$ cat src/rtl/dma_cfg_regfile_if.sv
// Register-access bus between the APB subordinate (master side) and the DMA
// configuration register file (slave side).
interface dma_cfg_regfile_if #(
    parameter int APB_S_DATA_DW = 32,
    parameter int APB_S_ADDR_DW = 32
);
    logic                       vld;
    logic                       wr;
    logic [APB_S_ADDR_DW-1:0]   addr;
    logic [APB_S_DATA_DW-1:0]   wdata;
    logic [APB_S_DATA_DW/8-1:0] strobe;
    logic [APB_S_DATA_DW-1:0]   rdata;

    modport master (output vld, wr, addr, wdata, strobe, input rdata);
    modport slave  (input vld, wr, addr, wdata, strobe, output rdata);
endinterface

$ cat src/rtl/dma_cfg_regfile.sv
// Control/status register file for the AXI4 DMA: descriptor, start/busy/done FSM, interrupt.
// Optional DONE_CNT completion counter at 0x18 is built when DMA_CFG_DONE_CNT_EN is defined.
module dma_cfg_regfile #(
    parameter int APB_S_DATA_DW = 32,
    parameter int APB_S_ADDR_DW = 32,
    parameter int DMA_ADDR_DW   = 32,
    parameter int LEN_DW        = 24
) (
    input  logic                   S_APB_PCLK,
    input  logic                   S_APB_RESET,
    dma_cfg_regfile_if.slave       reg_cfg,
    output logic [DMA_ADDR_DW-1:0] dma_src_addr,
    output logic [DMA_ADDR_DW-1:0] dma_dst_addr,
    output logic [LEN_DW-1:0]      dma_len,
    output logic [7:0]             dma_burst_len,
    output logic                   dma_start,
    output logic                   dma_abort,
    input  logic                   dma_done,
    input  logic                   dma_err,
    output logic                   dma_irq
);

    localparam int DW = APB_S_DATA_DW;
    localparam int NB = APB_S_DATA_DW / 8;

    localparam logic [5:0] OFF_CTRL   = 6'h00;
    localparam logic [5:0] OFF_STATUS = 6'h01;
    localparam logic [5:0] OFF_SRC    = 6'h02;
    localparam logic [5:0] OFF_DST    = 6'h03;
    localparam logic [5:0] OFF_LEN    = 6'h04;
    localparam logic [5:0] OFF_BURST  = 6'h05;
    localparam logic [5:0] OFF_CNT    = 6'h06;

    typedef enum logic [1:0] {
        ST_IDLE     = 2'd0,
        ST_BUSY     = 2'd1,
        ST_ABORTING = 2'd2
    } state_t;

    state_t                 state_q, state_d;
    logic [DMA_ADDR_DW-1:0] src_q, dst_q;
    logic [LEN_DW-1:0]      len_q;
    logic [7:0]             burst_q;
    logic                   irq_en_q, done_q, err_q;
    logic                   start_q, abort_q, irq_q;
    logic                   start_d, abort_d, set_done, set_err;

    logic [5:0]             offset;
    logic                   wr_en, wr_ctrl_b0, start_wr, abort_wr, clr_done, clr_err;
    logic                   busy, desc_wr;
    logic [DW-1:0]          rd_val, merged;
    logic                   addr_unused;

    // Only bits [7:2] decode; the rest are aliases.
    assign offset      = reg_cfg.addr[7:2];
    assign addr_unused = ^{reg_cfg.addr[APB_S_ADDR_DW-1:8], reg_cfg.addr[1:0]};

    assign wr_en      = reg_cfg.vld & reg_cfg.wr;
    assign wr_ctrl_b0 = wr_en & (offset == OFF_CTRL) & reg_cfg.strobe[0];
    assign start_wr   = wr_ctrl_b0 & reg_cfg.wdata[0];
    assign abort_wr   = wr_ctrl_b0 & reg_cfg.wdata[2];
    assign clr_done   = wr_en & (offset == OFF_STATUS) & reg_cfg.strobe[0] & reg_cfg.wdata[1];
    assign clr_err    = wr_en & (offset == OFF_STATUS) & reg_cfg.strobe[0] & reg_cfg.wdata[2];

    assign busy    = (state_q != ST_IDLE);
    assign desc_wr = wr_en & ~busy;

    function automatic logic [DW-1:0] merge_bytes(input logic [DW-1:0] old_val,
                                                  input logic [DW-1:0] new_val,
                                                  input logic [NB-1:0] strb);
        logic [DW-1:0] res;
        res = old_val;
        for (int i = 0; i < NB; i++) begin
            if (strb[i]) res[8*i +: 8] = new_val[8*i +: 8];
        end
        return res;
    endfunction

`ifdef DMA_CFG_DONE_CNT_EN
    logic [31:0] done_cnt_q;

    always_ff @(posedge S_APB_PCLK or posedge S_APB_RESET) begin
        if (S_APB_RESET) begin
            done_cnt_q <= '0;
        end else if (wr_en && offset == OFF_CNT) begin
            done_cnt_q <= '0;
        end else if (set_done && !set_err) begin
            done_cnt_q <= done_cnt_q + 32'd1;
        end
    end
`endif

    // The read mux also supplies the old value for strobe merging on writes.
    // NOTE: every output of an always_comb gets a default first, so no path leaves it unassigned and no latch is inferred.
    always_comb begin
        rd_val = '0;
        unique case (offset)
            OFF_CTRL:   rd_val[1] = irq_en_q;
            OFF_STATUS: rd_val[2:0] = {err_q, done_q, busy};
            OFF_SRC:    rd_val = DW'(src_q);
            OFF_DST:    rd_val = DW'(dst_q);
            OFF_LEN:    rd_val = DW'(len_q);
            OFF_BURST:  rd_val = DW'(burst_q);
`ifdef DMA_CFG_DONE_CNT_EN
            OFF_CNT:    rd_val = DW'(done_cnt_q);
`endif
            default:    rd_val = '0;
        endcase
    end

    assign reg_cfg.rdata = rd_val;
    assign merged        = merge_bytes(rd_val, reg_cfg.wdata, reg_cfg.strobe);

    always_comb begin
        state_d  = state_q;
        start_d  = 1'b0;
        abort_d  = 1'b0;
        set_done = 1'b0;
        set_err  = 1'b0;
        unique case (state_q)
            ST_IDLE: begin
                if (start_wr) begin
                    if (len_q != '0) begin
                        state_d = ST_BUSY;
                        start_d = 1'b1;
                    end else begin
                        set_done = 1'b1;
                    end
                end
            end
            ST_BUSY: begin
                if (dma_done) begin
                    state_d  = ST_IDLE;
                    set_done = 1'b1;
                    set_err  = dma_err;
                end else if (dma_err) begin
                    state_d = ST_IDLE;
                    set_err = 1'b1;
                end else if (abort_wr) begin
                    state_d = ST_ABORTING;
                    abort_d = 1'b1;
                end
            end
            ST_ABORTING: begin
                if (dma_done) begin
                    state_d = ST_IDLE;
                    set_err = 1'b1;
                end
            end
            default: state_d = ST_IDLE;
        endcase
    end

    // NOTE: sequential state uses non-blocking assignments so every register samples pre-edge values.
    always_ff @(posedge S_APB_PCLK or posedge S_APB_RESET) begin
        if (S_APB_RESET) begin
            state_q  <= ST_IDLE;
            src_q    <= '0;
            dst_q    <= '0;
            len_q    <= '0;
            burst_q  <= '0;
            irq_en_q <= 1'b0;
            done_q   <= 1'b0;
            err_q    <= 1'b0;
            start_q  <= 1'b0;
            abort_q  <= 1'b0;
            irq_q    <= 1'b0;
        end else begin
            state_q <= state_d;
            start_q <= start_d;
            abort_q <= abort_d;
            irq_q   <= irq_en_q & (done_q | err_q);
            // A set event on the same edge as a W1C keeps the flag.
            done_q  <= set_done | (done_q & ~clr_done);
            err_q   <= set_err  | (err_q  & ~clr_err);
            if (wr_ctrl_b0) irq_en_q <= reg_cfg.wdata[1];
            if (desc_wr) begin
                unique case (offset)
                    OFF_SRC:   src_q   <= merged[DMA_ADDR_DW-1:0];
                    OFF_DST:   dst_q   <= merged[DMA_ADDR_DW-1:0];
                    OFF_LEN:   len_q   <= merged[LEN_DW-1:0];
                    OFF_BURST: burst_q <= merged[7:0];
                    default:   ;
                endcase
            end
        end
    end

    assign dma_src_addr  = src_q;
    assign dma_dst_addr  = dst_q;
    assign dma_len       = len_q;
    assign dma_burst_len = burst_q;
    assign dma_start     = start_q;
    assign dma_abort     = abort_q;
    assign dma_irq       = irq_q;

endmodule

$ cat src/flat_wrapper.sv
// flat-port wrapper written by rule: the top's interface ports become plain ports
module dma_cfg_regfile_flat 
#(
    parameter int APB_S_DATA_DW = 32,
    parameter int APB_S_ADDR_DW = 32,
    parameter int DMA_ADDR_DW   = 32,
    parameter int LEN_DW        = 24
)
  (S_APB_PCLK, S_APB_RESET, dma_src_addr, dma_dst_addr, dma_len, dma_burst_len, dma_start, dma_abort, dma_done, dma_err, dma_irq, reg_cfg_vld, reg_cfg_wr, reg_cfg_addr, reg_cfg_wdata, reg_cfg_strobe, reg_cfg_rdata);
  dma_cfg_regfile_if #(.APB_S_DATA_DW(APB_S_DATA_DW), .APB_S_ADDR_DW(APB_S_ADDR_DW)) reg_cfg_i ();
  input  logic S_APB_PCLK;
  input  logic S_APB_RESET;
  output logic [DMA_ADDR_DW-1:0] dma_src_addr;
  output logic [DMA_ADDR_DW-1:0] dma_dst_addr;
  output logic [LEN_DW-1:0] dma_len;
  output logic [7:0] dma_burst_len;
  output logic dma_start;
  output logic dma_abort;
  input  logic dma_done;
  input  logic dma_err;
  output logic dma_irq;
  input wire logic [$bits(reg_cfg_i.vld)-1:0] reg_cfg_vld;
  input wire logic [$bits(reg_cfg_i.wr)-1:0] reg_cfg_wr;
  input wire logic [$bits(reg_cfg_i.addr)-1:0] reg_cfg_addr;
  input wire logic [$bits(reg_cfg_i.wdata)-1:0] reg_cfg_wdata;
  input wire logic [$bits(reg_cfg_i.strobe)-1:0] reg_cfg_strobe;
  output wire logic [$bits(reg_cfg_i.rdata)-1:0] reg_cfg_rdata;
  assign reg_cfg_i.vld = reg_cfg_vld;
  assign reg_cfg_i.wr = reg_cfg_wr;
  assign reg_cfg_i.addr = reg_cfg_addr;
  assign reg_cfg_i.wdata = reg_cfg_wdata;
  assign reg_cfg_i.strobe = reg_cfg_strobe;
  assign reg_cfg_rdata = reg_cfg_i.rdata;
  dma_cfg_regfile #(.APB_S_DATA_DW(APB_S_DATA_DW), .APB_S_ADDR_DW(APB_S_ADDR_DW), .DMA_ADDR_DW(DMA_ADDR_DW), .LEN_DW(LEN_DW)) u_core (.S_APB_PCLK(S_APB_PCLK), .S_APB_RESET(S_APB_RESET), .reg_cfg(reg_cfg_i), .dma_src_addr(dma_src_addr), .dma_dst_addr(dma_dst_addr), .dma_len(dma_len), .dma_burst_len(dma_burst_len), .dma_start(dma_start), .dma_abort(dma_abort), .dma_done(dma_done), .dma_err(dma_err), .dma_irq(dma_irq));
endmodule
$ cat config.mk
export PLATFORM = sky130hd
export DESIGN_NAME = dma_cfg_regfile_flat
export DESIGN_NICKNAME = d
export VERILOG_FILES = /design/src/rtl/dma_cfg_regfile_if.sv /design/src/rtl/dma_cfg_regfile.sv /design/src/flat_wrapper.sv
export SDC_FILE = /design/constraint.sdc
export NUM_CORES = 1
export LEC_CHECK = 0
export BUFFER_PORTS_ARGS = -buffer_cell sky130_fd_sc_hd__buf_2
export CAP_MARGIN = 10
export CORE_MARGIN = 3
export CORE_UTILIZATION = 48
export DETAILED_ROUTE_END_ITERATION = 7
export PLACE_DENSITY = 0.8
export SYNTH_ARGS = -nofsm -noshare
export SYNTH_HDL_FRONTEND = slang
export SYNTH_SLANG_ARGS = --single-unit
$ cat constraint.sdc
create_clock -name S_APB_PCLK -period 3.4 [get_ports S_APB_PCLK]
set_input_delay 0 -clock S_APB_PCLK [delete_from_list [all_inputs] [get_ports S_APB_PCLK]]
set_output_delay 0 -clock S_APB_PCLK [all_outputs]
set_load 0.02 [all_outputs]
# [Word level (Yosys, flattened, before mapping)]
# Index checks and enable logic that the tools add are counted.
[op_classes] n_reduce_logical=9 eq_ne=11 mux=29 bitwise_logic=19
[op_table] cell="case mux 29 bit (4 select lines)" count=1
[op_table] cell="two-way mux 8 bit" count=4
[op_table] cell="nonzero test 24 bit" count=1
[op_table] cell="bitwise AND 1 bit" count=13
[op_table] cell="equality test 6 x 2 -> 1 bit (second input constant)" count=2
[op_table] cell="equality test 6 x 3 -> 1 bit (second input constant)" count=2
[op_table] cell="two-way mux 1 bit" count=12
[op_table] cell="two-way mux 2 bit" count=6
[op_table] cell="case mux 1 bit (5 select lines)" count=2
[op_table] cell="AND reduction 2 bit" count=4
[op_table] cell="equality test 6 x 1 -> 1 bit (second input constant)" count=1
[op_table] cell="logical NOT 6 bit" count=1
[op_table] cell="case mux 1 bit (6 select lines)" count=1
[op_table] cell="case mux 2 bit (3 select lines)" count=1
[op_table] cell="!= test 2 x 1 -> 1 bit (second input constant)" count=2
[op_table] cell="!= test 4 x 3 -> 1 bit (second input constant)" count=1
[op_table] cell="case mux 1 bit (2 select lines)" count=2
[op_table] cell="AND reduction 4 bit" count=1
[op_table] cell="NOT 1 bit" count=3
[op_table] cell="OR 1 bit" count=3
[op_table] cell="equality test 2 x 1 -> 1 bit (second input constant)" count=1
[op_table] cell="equality test 2 bit (second input constant)" count=1
[op_table] cell="logical NOT 2 bit" count=1
[op_table] cell="!= test 2 bit (second input constant)" count=1
[op_table] cell="nonzero test 2 bit" count=1
[word_totals] wordCells=79 regBits=104 out_inout_bits=131

# [Longest topological paths before layout]
[depth] depth_word=8 depth_mapped=9 depth_no_buf=6

# [Least setup slack after synthesis]
# No wires, ideal clock.
[synth_timing] kind="reg-to-reg" startpoint="register u_core.state_q[0]" endpoint="register u_core.len_q[19] (netlist: u_core.dma_len[19])" arrival_time_ps=1711 setup_time_ps=77 stages_incl_launch_ff=10 required_time_ps=3323 period_less_slack_ps=1788 slack_ps=1612 path_cell_list="dfrtp_1 inv_1 ha_1 and3_1 clkbuf_1 nand2_1 clkbuf_1 clkbuf_1 nand2_1 o21ai_1"
[synth_via] elab_chain_len=4
[synth_rtl] item="start: declaration" line_no="dma_cfg_regfile.sv:40" text="state_t state_q, state_d;"
[synth_rtl] item="start signal: assignment" line_no="dma_cfg_regfile.sv:169" text="state_q <= state_d;"
[synth_rtl] item="nonzero test 2 bit" line_no="dma_cfg_regfile.sv:65" text="assign busy = (state_q != ST_IDLE);"
[synth_rtl] item="NOT 1 bit" line_no="dma_cfg_regfile.sv:66" text="assign desc_wr = wr_en & ~busy;"
[synth_rtl] item="bitwise AND 1 bit" line_no="dma_cfg_regfile.sv:66"
[synth_rtl] item="AND reduction 2 bit (no source line)"
[synth_rtl] item="end signal: assignment" line_no="dma_cfg_regfile.sv:181" text="OFF_LEN: len_q <= merged[LEN_DW-1:0];"
[synth_rtl] item="end: declaration" line_no="dma_cfg_regfile.sv:42" text="logic [LEN_DW-1:0] len_q;"
# No other way between the ends.
# A chain may end at the register's enable or synchronous reset.

# [Worst setup path after layout]
[layout_timing] startpoint="register u_core.state_q[0]" endpoint="register u_core.src_q[5] (netlist: u_core.dma_src_addr[5])"
[layout_via] elab_chain_len=4
[layout_rtl] item="nonzero test 2 bit" line_no="dma_cfg_regfile.sv:65"
[layout_rtl] item="NOT 1 bit" line_no="dma_cfg_regfile.sv:66"
[layout_rtl] item="bitwise AND 1 bit" line_no="dma_cfg_regfile.sv:66"
[layout_rtl] item="AND reduction 2 bit (no source line)"
[layout_rtl] item="end signal: assignment" line_no="dma_cfg_regfile.sv:179" text="OFF_SRC: src_q <= merged[DMA_ADDR_DW-1:0];"
[layout_rtl] item="end: declaration" line_no="dma_cfg_regfile.sv:41" text="logic [DMA_ADDR_DW-1:0] src_q, dst_q;"
# No other way between the ends.

==> impl_table.tex <==
\begin{tabular}{lr}
\hline
Metric & Value \\
\hline
\multicolumn{2}{l}{\textbf{Outcome}} \\
Outcome & complete, no violations \\
\multicolumn{2}{l}{\textbf{Worst setup path}} \\
Kind of start point of the critical path & flip-flop \\
Category of the worst setup path capture point & flip-flop \\
Data arrival time at the worst-slack endpoint & 2500 ps \\
Worst path required time & 3600 ps \\
Worst Path Class, Setup & flip-flop to flip-flop \\
Startpoint of the most critical setup path & u\_core.state\_q[0] \\
Worst reg2reg startpoint & u\_core.state\_q[0] \\
Maximum fanout along the worst path & 32 \\
\multicolumn{2}{l}{\textbf{Yosys}} \\
Number of warnings reported in the yosys synthesis log & 0 \\
Gate count of the mapped netlist & 524 \\
Distinct cell type count of the synthesized netlist & 42 \\
Most used flip-flop cell after synthesis & sky130\_fd\_sc\_hd\_\_dfrtp\_1 \\
Flop and latch count out of synthesis & 104 \\
Post-Syn Area & 4900 sq um \\
Main combinational cell family by area after synthesis & compound AO/OA/AOI/OAI gates \\
Most area-consuming cells after synthesis & sky130\_fd\_sc\_hd\_\_dfrtp\_1 53\%, sky130\_fd\_sc\_hd\_\_nand2\_1 10\%, sky130\_fd\_sc\_hd\_\_o21ai\_1 4.9\% \\
Number of enable flip-flop cells after synthesis & 0 \\
Part of the Yosys area used for sequential elements & 53.1\% \\
Post-synthesis mux area share & 5.49\% \\
Compound-Gate Fraction of Synth Area & 19.7\% \\
Post-synthesis simple-gate area fraction & 17.1\% \\
Post-synthesis share of cell area spent on xor and xnor gates & 0\% \\
Adder and majority cell fraction of the synthesized area & 0.766\% \\
Area leader, netlist & sky130\_fd\_sc\_hd\_\_dfrtp\_1 \\
Net count after synthesis & 601 \\
Synth Area per Inst & 9.36 sq um \\
Fraction of post-synthesis cell area in the top cell type by area & 53.1\% \\
Post-synth ARST share & 100\% \\
\multicolumn{2}{l}{\textbf{Timing}} \\
Maximum clock frequency & 435 MHz \\
Slew Limit Headroom & 36.4\% \\
Final Hold Viols & 0 \\
Unrepaired setup endpoints after global routing & no \\
Actual transition at the worst max-transition pin & 946 ps \\
Setup-violating endpoint count in the final report & 0 \\
Final setup TNS & 0 ps \\
Final clock period utilization by the worst path & 67.6\% \\
Clock skew & 14.7 ps \\
Number of pins exceeding their max-slew limit in the final report & 0 \\
Minimum clock period after layout & 2300 ps \\
\multicolumn{2}{l}{\textbf{Drt}} \\
Routed length per instance & 16.6 microns \\
Vias & 4623 \\
First-pass iteration count of the detailed router & 6 \\
Wire length reported by the detailed router & 13900 microns \\
Antenna viol nets, final & 0 \\
DRC violation count after routing & 0 \\
Initial detailed-routing violation count & 350 \\
Routed vias/inst & 5.49 \\
\multicolumn{2}{l}{\textbf{Final layout}} \\
Antenna diodes & 0 \\
Final Instance Area & 6220 sq um \\
Area added between synthesis and finish & 27.0\% \\
Core utilization of the finished layout & 63.1\% \\
Number of standard cells in the layout, taps in and fillers out & 842 \\
Register area & 2600 sq um \\
Number of nets in the finished design & 781 \\
Fill cell count & 836 \\
Fraction of layout instances using a drive strength above 1 & 30.3\% \\
Multi-input gate area in the final layout & 2110 sq um \\
\multicolumn{2}{l}{\textbf{Place}} \\
Detailed placer's ending HPWL & 10000 microns \\
GPL Wtd Cong & 0.892 \\
Instance area after placement & 5870 sq um \\
Dpl cells & 811 \\
Port Buffers & 178 \\
\multicolumn{2}{l}{\textbf{Power and ir drop}} \\
Total power & 2560 uW \\
Leakage component of the power & 0.00335 uW \\
Power density over the cells & 411 nW/um\^{}2 \\
Worst IR Drop VDD & 0.262 mV \\
\multicolumn{2}{l}{\textbf{Worst hold path}} \\
Launch point of the worst hold path & reg\_cfg\_wdata[4] \\
Worst min-delay path category & input pin to flip-flop \\
\multicolumn{2}{l}{\textbf{Global routing}} \\
Global-route met3 utilization & 4.21\% \\
Met1 Use GR & 32.5\% \\
Gr busiest metal & met2 \\
Met2 track demand over resource in global routing & 40.9\% \\
Number of global-route vias before repair & 4419 \\
Total global-route track usage & 24.4\% \\
Antenna violations before repair & 0 \\
First-pass GRT wire length & 22300 microns \\
Pin count of the biggest net entering global routing & 40 \\
Residual overflow from global routing & 0 \\
\multicolumn{2}{l}{\textbf{Clocking}} \\
Buffer count from post-CTS setup fixing & 0 \\
Number of H-tree levels & 3 \\
Clock slew at reported path FFs & 100 ps \\
CTS root buffer & sky130\_fd\_sc\_hd\_\_clkbuf\_8 \\
Clock Sink Count & 104 \\
Clock tree buffer depth & 2 \\
Cts repair resizes & 0 \\
Total clock buffers created by CTS & 9 \\
Clock tree from TritonCTS & yes \\
Clock latency on the worst-skew pair & 350 ps \\
\multicolumn{2}{l}{\textbf{Floorplan}} \\
Chip width & 107 microns \\
Total die area & 11500 sq um \\
Chip height & 107 microns \\
Core Region & 9860 sq um \\
Row Count & 36 \\
Top-Level Pins & 205 \\
Starting utilization of the core area & 49.7\% \\
\multicolumn{2}{l}{\textbf{Job}} \\
Maxcap violations & 0 \\
\hline
\end{tabular}
-- cells in the mapped netlist, types with 2 or more instances --
cell type                  number
sky130_fd_sc_hd__nand2b_1       2
sky130_fd_sc_hd__buf_2          5
sky130_fd_sc_hd__a22o_1        10
sky130_fd_sc_hd__a32oi_1        2
sky130_fd_sc_hd__clkbuf_1      23
sky130_fd_sc_hd__o21ai_0       45
sky130_fd_sc_hd__nand2_2        2
sky130_fd_sc_hd__nor3_1         7
sky130_fd_sc_hd__mux2i_1       19
sky130_fd_sc_hd__nand2_1      135
sky130_fd_sc_hd__and3_1         7
sky130_fd_sc_hd__a31o_1        16
sky130_fd_sc_hd__nor2_1        23
sky130_fd_sc_hd__inv_1          6
sky130_fd_sc_hd__a22oi_1       17
sky130_fd_sc_hd__a221o_1        5
sky130_fd_sc_hd__mux2_2         7
sky130_fd_sc_hd__buf_6          3
sky130_fd_sc_hd__nand4_1        2
sky130_fd_sc_hd__o21ai_1       48
sky130_fd_sc_hd__buf_4          2
sky130_fd_sc_hd__dfrtp_1      104
sky130_fd_sc_hd__a21oi_1        2
sky130_fd_sc_hd__nor4_1         7
sky130_fd_sc_hd__nand3_1        6
sky130_fd_sc_hd__ha_1           3
-- path summary, 6_finish.rpt --
| path | end | slack (ps) | cells past startpoint |
|---|---|---|---|
| worst min-delay path | u_core.dma_len[4] | 30 | 3 |
| min in group asynchronous | u_core.dma_burst_len[7] | 200 | 3 |
| worst max-delay path | u_core.dma_src_addr[5] | 1100 | 7 |
| worst max register to register | u_core.dma_src_addr[5] | 1100 | 7 |
| max in group asynchronous | u_core.dma_dst_addr[20] | 2350 | 4 |
| worst min register to register | u_core.dma_burst_len[3] | 520 | 2 |
-- sequential cells by signal, summed over array words and instances, names as in the netlist --
signal,count
u_core.dma_irq,1
u_core.dma_abort,1
u_core.err_q,1
u_core.done_q,1
u_core.dma_len,24
u_core.dma_start,1
u_core.irq_en_q,1
u_core.dma_burst_len,8
u_core.state_q,2
u_core.dma_src_addr,32
u_core.dma_dst_addr,32
-- routing by layer --
layer  wire length (microns)  part of all wire (%)  vias to the layer above
li1                        -                     -                     2214
met1                    5890                    42                     2190
met2                    6990                    50                      200
met3                     886                   6.4                       19
met4                     169                   1.2                        0
met5                       0                     0                        -
-- worst max-delay path, cell delays in order (launching register included) --
cell and delay, ps:
sky130_fd_sc_hd__dfrtp_1 410, sky130_fd_sc_hd__inv_1 90, sky130_fd_sc_hd__ha_1 290, sky130_fd_sc_hd__and3_1 350, sky130_fd_sc_hd__nand2_2 390, sky130_fd_sc_hd__buf_4 390, sky130_fd_sc_hd__nand2_1 100, sky130_fd_sc_hd__o21ai_0 100
-- timing repair --
item                                    4_1_cts  5_1_grt
endpoints found under the hold margin        58        0
endpoints found under the setup margin        0        0
hold buffers                                 15        0
-- placed cells by master, fill, tap and decap left out, drive strengths merged, types with 3 or more instances in the layout --
| cell type | count |
|---|---|
| nor2 | 23 |
| o21ai | 93 |
| buf | 187 |
| clkinv | 4 |
| a22oi | 17 |
| a22o | 10 |
| nor3 | 8 |
| dlygate4sd3 | 15 |
| dfrtp | 104 |
| ha | 3 |
| a221o | 5 |
| clkbuf | 10 |
| nor4 | 7 |
| mux2i | 19 |
| a31o | 16 |
| mux2 | 7 |
| nand3 | 6 |
| nand2 | 137 |
| inv | 9 |
| and3 | 7 |
-- layout make-up --
cell class / count / share of cell area (%)
Tap cell: 133 / 2.67
Multi-Input combinational cell: 379 / 33.9
Sequential cell: 104 / 41.8
Timing Repair Buffer: 202 / 17.8
Clock inverter: 6 / 1.07
Inverter: 8 / 0.523
Clock buffer: 10 / 2.21
-- through the flow --
step	setup slack, ps	hold WS, ps
final	1100	29.9
after global routing	932	36.3
after CTS	1100	1.93
after detailed placement	1150	59.9
after global placement	1200	53.8
after floorplan	668	117
-- cell families (layout without fill, tap and decap cells) --
group                      Yosys count  count (layout)
adders and majority gates            3               3
and+or+nand+nor                    197             197
AOI/OAI and AO/OA                  153             153
buffers and inverters               41             226
DFF                                104             104
muxes                               26              26
-- where the power goes --
| group | switching, uW | internal (uW) | total (uW) |
|---|---|---|---|
| Sequential | 67.5 | 1310 | 1380 |
| Combinational | 257 | 144 | 401 |
| Clock | 418 | 365 | 784 |
(Power assumes the default switching activity.)
